===== config.mk =====
export PLATFORM = sky130hd
export DESIGN_NAME = mem_port_arbiter
export DESIGN_NICKNAME = d
export VERILOG_FILES = /design/src/rtl/mem_port_arbiter.sv
export SDC_FILE = /design/constraint.sdc
export NUM_CORES = 1
export LEC_CHECK = 0
export CAP_MARGIN = 30
export CELL_PAD_IN_SITES_DETAIL_PLACEMENT = 0
export CELL_PAD_IN_SITES_GLOBAL_PLACEMENT = 2
export CORE_MARGIN = 1.5
export CORE_UTILIZATION = 27
export CTS_BUF_LIST = sky130_fd_sc_hd__clkbuf_8 sky130_fd_sc_hd__clkbuf_16
export CTS_CLUSTER_SIZE = 25
export DETAILED_ROUTE_END_ITERATION = 6
export PLACE_DENSITY_LB_ADDON = 0.25
export SLEW_MARGIN = 20
export SYNTH_ARGS = -nofsm -noshare
export SYNTH_HDL_FRONTEND = slang
export SYNTH_SLANG_ARGS = --single-unit

===== constraint.sdc =====
create_clock -name CLK -period 3.88 [get_ports CLK]
set_input_delay 0.582 -clock CLK [delete_from_list [all_inputs] [get_ports CLK]]
set_output_delay 0.582 -clock CLK [all_outputs]
set_load 0.03 [all_outputs]

===== src/rtl/mem_port_arbiter.sv =====
// Shares one memory port between instruction fetch (IF) and data memory (DM) requesters.
// Optional macro ARB_ROUND_ROBIN_EN: alternate grants on IF/DM ties instead of fixed DM priority.
module mem_port_arbiter #(
  parameter int ADDR_W  = 32,
  parameter int DATA_W  = 32,
  parameter int TIMEOUT = 255
) (
  input  logic                CLK,
  input  logic                RST_N,
  input  logic                IF_REQ,
  input  logic [ADDR_W-1:0]   IF_ADDR,
  output logic                IF_DONE,
  output logic [DATA_W-1:0]   IF_RDATA,
  input  logic                DM_REQ,
  input  logic                DM_WE,
  input  logic [DATA_W/8-1:0] DM_BE,
  input  logic [ADDR_W-1:0]   DM_ADDR,
  input  logic [DATA_W-1:0]   DM_WDATA,
  output logic                DM_DONE,
  output logic [DATA_W-1:0]   DM_RDATA,
  output logic                ERR,
  output logic                MEM_REQ,
  output logic                MEM_WE,
  output logic [DATA_W/8-1:0] MEM_BE,
  output logic [ADDR_W-1:0]   MEM_ADDR,
  output logic [DATA_W-1:0]   MEM_WDATA,
  input  logic                MEM_ACK,
  input  logic [DATA_W-1:0]   MEM_RDATA,
  output logic                MEM_RDY,
  output logic                BUSY
);

  localparam int CNT_W = (TIMEOUT > 0) ? $clog2(TIMEOUT + 1) : 1;
  localparam logic [CNT_W-1:0] TMO_VAL = CNT_W'(TIMEOUT);

  typedef enum logic [1:0] {S_IDLE, S_BUSY, S_RESP} state_t;

  state_t           r_state;
  logic             r_owner_dm;
  logic [CNT_W-1:0] r_cnt;
  logic [CNT_W-1:0] w_cnt_nxt;
  logic             w_grant_dm;
  logic             w_timeout;

`ifdef ARB_ROUND_ROBIN_EN
  logic r_last_dm;
  // On a tie, the requester that did not own the previous access wins.
  assign w_grant_dm = DM_REQ && (!IF_REQ || !r_last_dm);
`else
  assign w_grant_dm = DM_REQ;
`endif

  assign w_cnt_nxt = r_cnt + CNT_W'(1);
  assign w_timeout = (TIMEOUT != 0) && (w_cnt_nxt == TMO_VAL);
  assign MEM_RDY   = !DM_REQ || DM_DONE;

  always_ff @(posedge CLK or negedge RST_N) begin
    if (!RST_N) begin
      r_state    <= S_IDLE;
      r_owner_dm <= 1'b0;
      r_cnt      <= '0;
`ifdef ARB_ROUND_ROBIN_EN
      r_last_dm  <= 1'b0;
`endif
      MEM_REQ    <= 1'b0;
      MEM_WE     <= 1'b0;
      MEM_BE     <= '0;
      MEM_ADDR   <= '0;
      MEM_WDATA  <= '0;
      IF_DONE    <= 1'b0;
      DM_DONE    <= 1'b0;
      IF_RDATA   <= '0;
      DM_RDATA   <= '0;
      ERR        <= 1'b0;
      BUSY       <= 1'b0;
    end else begin
      IF_DONE <= 1'b0;
      DM_DONE <= 1'b0;
      case (r_state)
        S_IDLE: begin
          if (IF_REQ || DM_REQ) begin
            r_owner_dm <= w_grant_dm;
`ifdef ARB_ROUND_ROBIN_EN
            r_last_dm  <= w_grant_dm;
`endif
            r_cnt      <= '0;
            MEM_REQ    <= 1'b1;
            BUSY       <= 1'b1;
            ERR        <= 1'b0;
            r_state    <= S_BUSY;
            if (w_grant_dm) begin
              MEM_WE    <= DM_WE;
              MEM_BE    <= DM_BE;
              MEM_ADDR  <= DM_ADDR;
              MEM_WDATA <= DM_WDATA;
            end else begin
              MEM_WE    <= 1'b0;
              MEM_BE    <= '1;
              MEM_ADDR  <= IF_ADDR;
              MEM_WDATA <= '0;
            end
          end
        end
        S_BUSY: begin
          r_cnt <= w_cnt_nxt;
          if (MEM_ACK || w_timeout) begin
            MEM_REQ <= 1'b0;
            ERR     <= !MEM_ACK;
            r_state <= S_RESP;
            if (r_owner_dm) begin
              DM_DONE  <= 1'b1;
              DM_RDATA <= MEM_ACK ? MEM_RDATA : '0;
            end else begin
              IF_DONE  <= 1'b1;
              IF_RDATA <= MEM_ACK ? MEM_RDATA : '0;
            end
          end
        end
        S_RESP: begin
          ERR     <= 1'b0;
          BUSY    <= 1'b0;
          r_state <= S_IDLE;
        end
        default: r_state <= S_IDLE;
      endcase
    end
  end

endmodule


==> results of run 1 <==
## logic make-up (layout without fill, tap and decap cells)
family / Yosys count / after routing / share of synthesized area
multiplexers: 32 / 32 / 0.0485
adder cells (fa/ha/maj): 2 / 2 / 0.00379
flip-flops: 149 / 149 / 0.565
XOR/XNOR: 2 / 2 / 0.00379
AO/OA/AOI/OAI: 191 / 191 / 0.208
AND/OR/NAND/NOR: 166 / 166 / 0.0997
buffers and inverters: 115 / 385 / 0.0716
## metrics by stage
stage                     worst slack [ps]  hold slack (ps)  power, µW
after global routing                  1480              302       9120
after global placement                1410              463       7020
after detailed placement              1600              472       7050
after floorplan                       1770              286       5130
final                                 1660              233       8560
after CTS                             1640              267       8680
## final timing paths
path,start,endpoint,slack [ps],depth (start not counted)
max,r_state[0],DM_RDATA[24],1660,6
min,RST_N,MEM_ADDR[26],230,1
max reg2reg,r_state[0],DM_RDATA[24],1660,6
min reg2reg,MEM_ADDR[24],MEM_ADDR[24],480,2
max in group asynchronous,RST_N,MEM_ADDR[4],2780,2
min in group CLK,MEM_ADDR[24],MEM_ADDR[24],480,2
## flip-flops by register name, summed over array words and instances, names as in the netlist
signal	cells
DM_DONE	1
r_state	2
MEM_BE	4
ERR	1
MEM_REQ	1
IF_RDATA	32
r_cnt	8
IF_DONE	1
r_owner_dm	1
BUSY	1
DM_RDATA	32
MEM_ADDR	32
MEM_WE	1
MEM_WDATA	32
## worst max-delay path: cells and delay by family, from the launching register on
family                 cells  cell delay (ps)
flip-flops                 1              490
AO/OA/AOI/OAI              1              100
buffers and inverters      2              530
AND/OR/NAND/NOR            3              960
## synthesized netlist by cell type, types with 2 or more instances
library cell	count	area share
dfrtp_1	149	0.56
nand2_1	142	0.081
o21ai_0	107	0.081
inv_1	67	0.038
clkbuf_1	37	0.021
a22o_1	33	0.044
mux2i_1	32	0.049
o221ai_2	17	0.039
o221ai_1	15	0.020
nor2_1	9	0.0051
buf_2	5	0.0038
o22a_1	5	0.0066
a21oi_1	3	0.0023
and2_1	3	0.0028
a31oi_1	2	0.0019
and3_1	2	0.0019
buf_1	2	0.0011
buf_6	2	0.0034
ha_1	2	0.0038
nand2b_1	2	0.0019
nand3_1	2	0.0015
nor2b_1	2	0.0019
o31ai_1	2	0.0023
## power by group
group	internal [µW]	switching, µW	leakage (µW)
clock	845	746	0.000268
sequential	2210	433	0.00169
combinational	1770	2560	0.00274
total	4830	3740	0.00470
## cells in the final DEF (no fill, tap or decap), types with 15 or more instances in the layout
cell type        instances
o221ai_1                15
dfrtp_1                149
clkdlybuf4s50_1        273
clkbuf_16               17
nand2_1                141
o21ai_0                107
inv_1                   67
mux2i_1                 32
o221ai_2                17
a22o_1                  33
## layout make-up
cell class	count	share of cell area
sequential	149	0.364
inverter	67	0.0245
multi-input combinational	393	0.236
clock buffer	17	0.0415
clock inverter	15	0.0133
tap	324	0.0396
timing repair buffer	286	0.281
## routing by layer
| layer | up-vias | wire [µm] |
|---|---|---|
| li1 | 2770 | - |
| met1 | 2590 | 9560 |
| met2 | 204 | 9660 |
| met3 | 15 | 1660 |
| met4 | 0 | 217 |
| met5 | - | 0 |
==> impl_metrics.ini, run 1 <==
[status]
status = completed

[cells_and_area]
fill_cells = 2341
final_util = 0.424
seq_area_um2 = 3730
fin_cells = 1251
area_growth_pct = 55.2
multi_input_area_um2 = 2420
diodes = 0
finalInstanceArea_um2 = 10200
finalNetCount = 1054
drive_gt1_frac = 0.0723

[sta]
fmax_mhz = 450
setup_tns_ps = 0
relSlewSlack = 0.418
setup_viol = 0
slew_violations = 0
rsz0062_at_grt = no
period_share = 0.572
tightest_slew_ps = 873
period_needed_ps = 2220
skew_ps = 12.3
hold_viol_final = 0

[placement]
postPlaceCellArea_um2 = 9680
port_buffers = 276
gp_congestion = 0.730
post-dp-hpwl_um = 14600
place_inst = 1219

[power_and_ir_drop]
p_per_area_nw_per_um2 = 836
power_leakage_uw = 0.00470
peakVddDrop_uv = 326

[synth]
async_reset_ff_frac = 1.00
synth-main-ff-cell = dfrtp_1
syn_inst = 657
ys_seq_elements = 149
syn_nets = 797
ys_seq_area_frac = 0.565
ys_warn_count = 0
avgSynthCellArea_um2 = 10.0
synth-edff-count = 0
synth_area_um2 = 6600
synth_cell_type_count = 38

[cts]
post_cts_resize_count = 0
cts.sinks = 149
ctsHoldBuffers = 0
cts_buffer_depth = 2
postCtsSetupBuffers = 0
clock_latency_ps = 430
cts.htree.levels = 4
cts_tree = done
root_buffer = clkbuf_16
clk_pin_slew_ps = 70
cts_buffers = 17

[worst_setup_path]
worst-path-max-fanout = 29
slowest_stage = dfrtp_1
end_kind = flip-flop
critPathRequiredTime_ps = 4180
cpPeakStageDelay_ps = 490
crit_type = flip-flop to flip-flop
start_kind = flip-flop
arrival_ps = 2520
crit_chain = nor2b_1 -> nand2_2 -> buf_12 -> buf_4 -> nand2_1 -> o221ai_1

[route]
via_count = 5579
first_pass_iters = 5
via_per_inst = 4.46
antenna_left = 0
finalWirelength_um = 21100
drc = 0
wl_per_cell_um = 16.9
drt_iter0_drc = 304

[die]
design.core.area_um2 = 24200
die_area_um2 = 25400
start_util = 0.273
ios = 277
num_rows = 57
die_w_um = 159
dieHeight_um = 159

[grt]
grt_pass1_vias = 5492
grt_pass1_wl_um = 33500
grt_usage = 0.170
grt_start_max_net_pins = 98
antenna_found_initial = 0
grt_overflow = 0
gr-usage-met3 = 0.0594
gr-usage-met1 = 0.224
grt-busiest-layer = met2
gr-usage-met2 = 0.266

[flow_run]
drv_cap = 0

[hold_path]
min_path_type = input port to async pin
(Power assumes the default switching activity.)
==> inputs of run 2 (changes only) <==
--- a/config.mk
+++ b/config.mk
@@ -9,7 +9,7 @@
 export CELL_PAD_IN_SITES_DETAIL_PLACEMENT = 0
 export CELL_PAD_IN_SITES_GLOBAL_PLACEMENT = 2
 export CORE_MARGIN = 1.5
-export CORE_UTILIZATION = 27
+export CORE_UTILIZATION = 23
 export CTS_BUF_LIST = sky130_fd_sc_hd__clkbuf_8 sky130_fd_sc_hd__clkbuf_16
 export CTS_CLUSTER_SIZE = 25
 export DETAILED_ROUTE_END_ITERATION = 6
==> constraint.sdc (replaced) <==
create_clock -name CLK -period 1.95 [get_ports CLK]
set_input_delay 0.2925 -clock CLK [delete_from_list [all_inputs] [get_ports CLK]]
set_output_delay 0.2925 -clock CLK [all_outputs]
set_load 0.03 [all_outputs]
==> run 2 against run 1 <==
Against the previous run:
- register-to-register slack worse by 1500 ps
- wire length up 6.6%
- largest power group unchanged
- hold slack better by 110 ps
==> impl_metrics.ini, run 2 (synthesized netlist as in run 1, its figures left out) <==
[status]
status = completed

[route]
drt_iter0_drc = 278
via_count = 5691
first_pass_iters = 5
antenna_left = 0
drc = 0
via_per_inst = 4.27
finalWirelength_um = 22500
wl_per_cell_um = 16.8

[cts]
cts.htree.levels = 4
root_buffer = clkbuf_16
cts_buffer_depth = 2
cts.sinks = 149
cts_tree = done
clock_latency_ps = 420
cts_buffers = 17
clk_pin_slew_ps = 70

[cells_and_area]
diodes = 0
finalNetCount = 1083
area_growth_pct = 61.9
finalInstanceArea_um2 = 10700
drive_gt1_frac = 0.101
final_common_cell = clkdlybuf4s50_1
layout_common_cells = 273 x clkdlybuf4s50_1, 149 x dfrtp_1, 140 x nand2_1

[die]
design.core.area_um2 = 28000
die_w_um = 172
ios = 277
dieHeight_um = 172
die_area_um2 = 29700
num_rows = 61
start_util = 0.236

[worst_setup_path]
worst-path-max-fanout = 16
start_kind = flip-flop
crit_type = flip-flop to flip-flop
crit_chain = and3_4 -> xnor2_2 -> o41ai_4 -> buf_12 -> buf_12 -> o221ai_1
end_kind = flip-flop
cpMostUsedCell = buf_12
cpPeakStageDelay_ps = 430
arrival_ps = 2120
critPathRequiredTime_ps = 2240
slowest_stage = o41ai_4

[power_and_ir_drop]
power_leakage_uw = 0.00490
peakVddDrop_uv = 525
p_per_area_nw_per_um2 = 1640
total_power_uw = 17500

[sta]
setup_viol = 0
rsz0062_at_grt = no
setup_ws_ps = 120
relSlewSlack = 0.671
slew_violations = 0
tightest_slew_ps = 488
setup_tns_ps = 0
skew_ps = 12.2
fmax_mhz = 546
hold_viol_final = 0
holdWs_ps = 342
period_needed_ps = 1830
period_share = 0.939

[grt]
gr-usage-met3 = 0.0607
gr-usage-met1 = 0.190
grt_start_max_net_pins = 66
grt_usage = 0.145
grt-busiest-layer = met2
grt_overflow = 0
grt_pass1_wl_um = 32500
antenna_found_initial = 0
gr-usage-met2 = 0.222
grt_pass1_vias = 5469

[placement]
place_ws_ps = 61.0
postPlaceCellArea_um2 = 10100
gp_congestion = 0.696
post-dp-hpwl_um = 16200
port_buffers = 276

[flow_run]
drv_cap = 0

[hold_path]
min_path_type = input port to flip-flop
[run 2: routing by layer]
metal  part of all wire  up-vias
li1                   -     2819
met1               0.45     2650
met2               0.44      214
met3               0.11        8
met4             0.0073        0
met5                  0        -
[run 2: path summary, 6_finish.rpt]
kind,from,end,slack (ps),cells past startpoint
min reg2reg,MEM_ADDR[19],MEM_ADDR[19],480,2
min in group asynchronous,RST_N,MEM_ADDR[28],390,2
max reg2reg,r_cnt[0],DM_RDATA[13],120,6
min,DM_REQ,r_owner_dm,340,3
max in group asynchronous,RST_N,MEM_WDATA[30],910,3
max,r_cnt[0],DM_RDATA[13],120,6
[run 2: what timing repair did]
item	in CTS	in global routing
endpoints found under the setup margin	0	4
endpoints found under the hold margin	38	0
gates resized for setup	0	4
setup buffers	0	3
hold buffers	1	0
[run 2: area by class of cell]
cell class | count | area (µm²)
multi-input cells | 393 | 2430
clock buffers | 18 | 439
well taps | 378 | 473
repair buffers | 315 | 3250
flip-flops and latches | 149 | 3730
clock inverters | 14 | 118
inverters | 67 | 251
fillers | 2809 | 17300
[run 2: worst max-delay path: cells and delay by family, from the launching register on]
kind	cells	cell delay, ps
flops	1	420
xor+xnor	1	150
compound gates	2	550
buf+inv	2	350
simple gates	1	210
[run 2: per-stage QoR]
step | util | cells
floorplan | - | 657
global placement | 0.359 | 1297
detailed placement | 0.359 | 1297
CTS | 0.379 | 1330
global route | 0.382 | 1334
finish | 0.382 | 1334
[run 2: report_power, final]
part	internal (µW)	leakage, µW	total, µW	switching, µW
registers	4400	0.00169	5310	910
logic	3810	0.00294	9000	5200
clock network	1700	0.000272	3170	1470
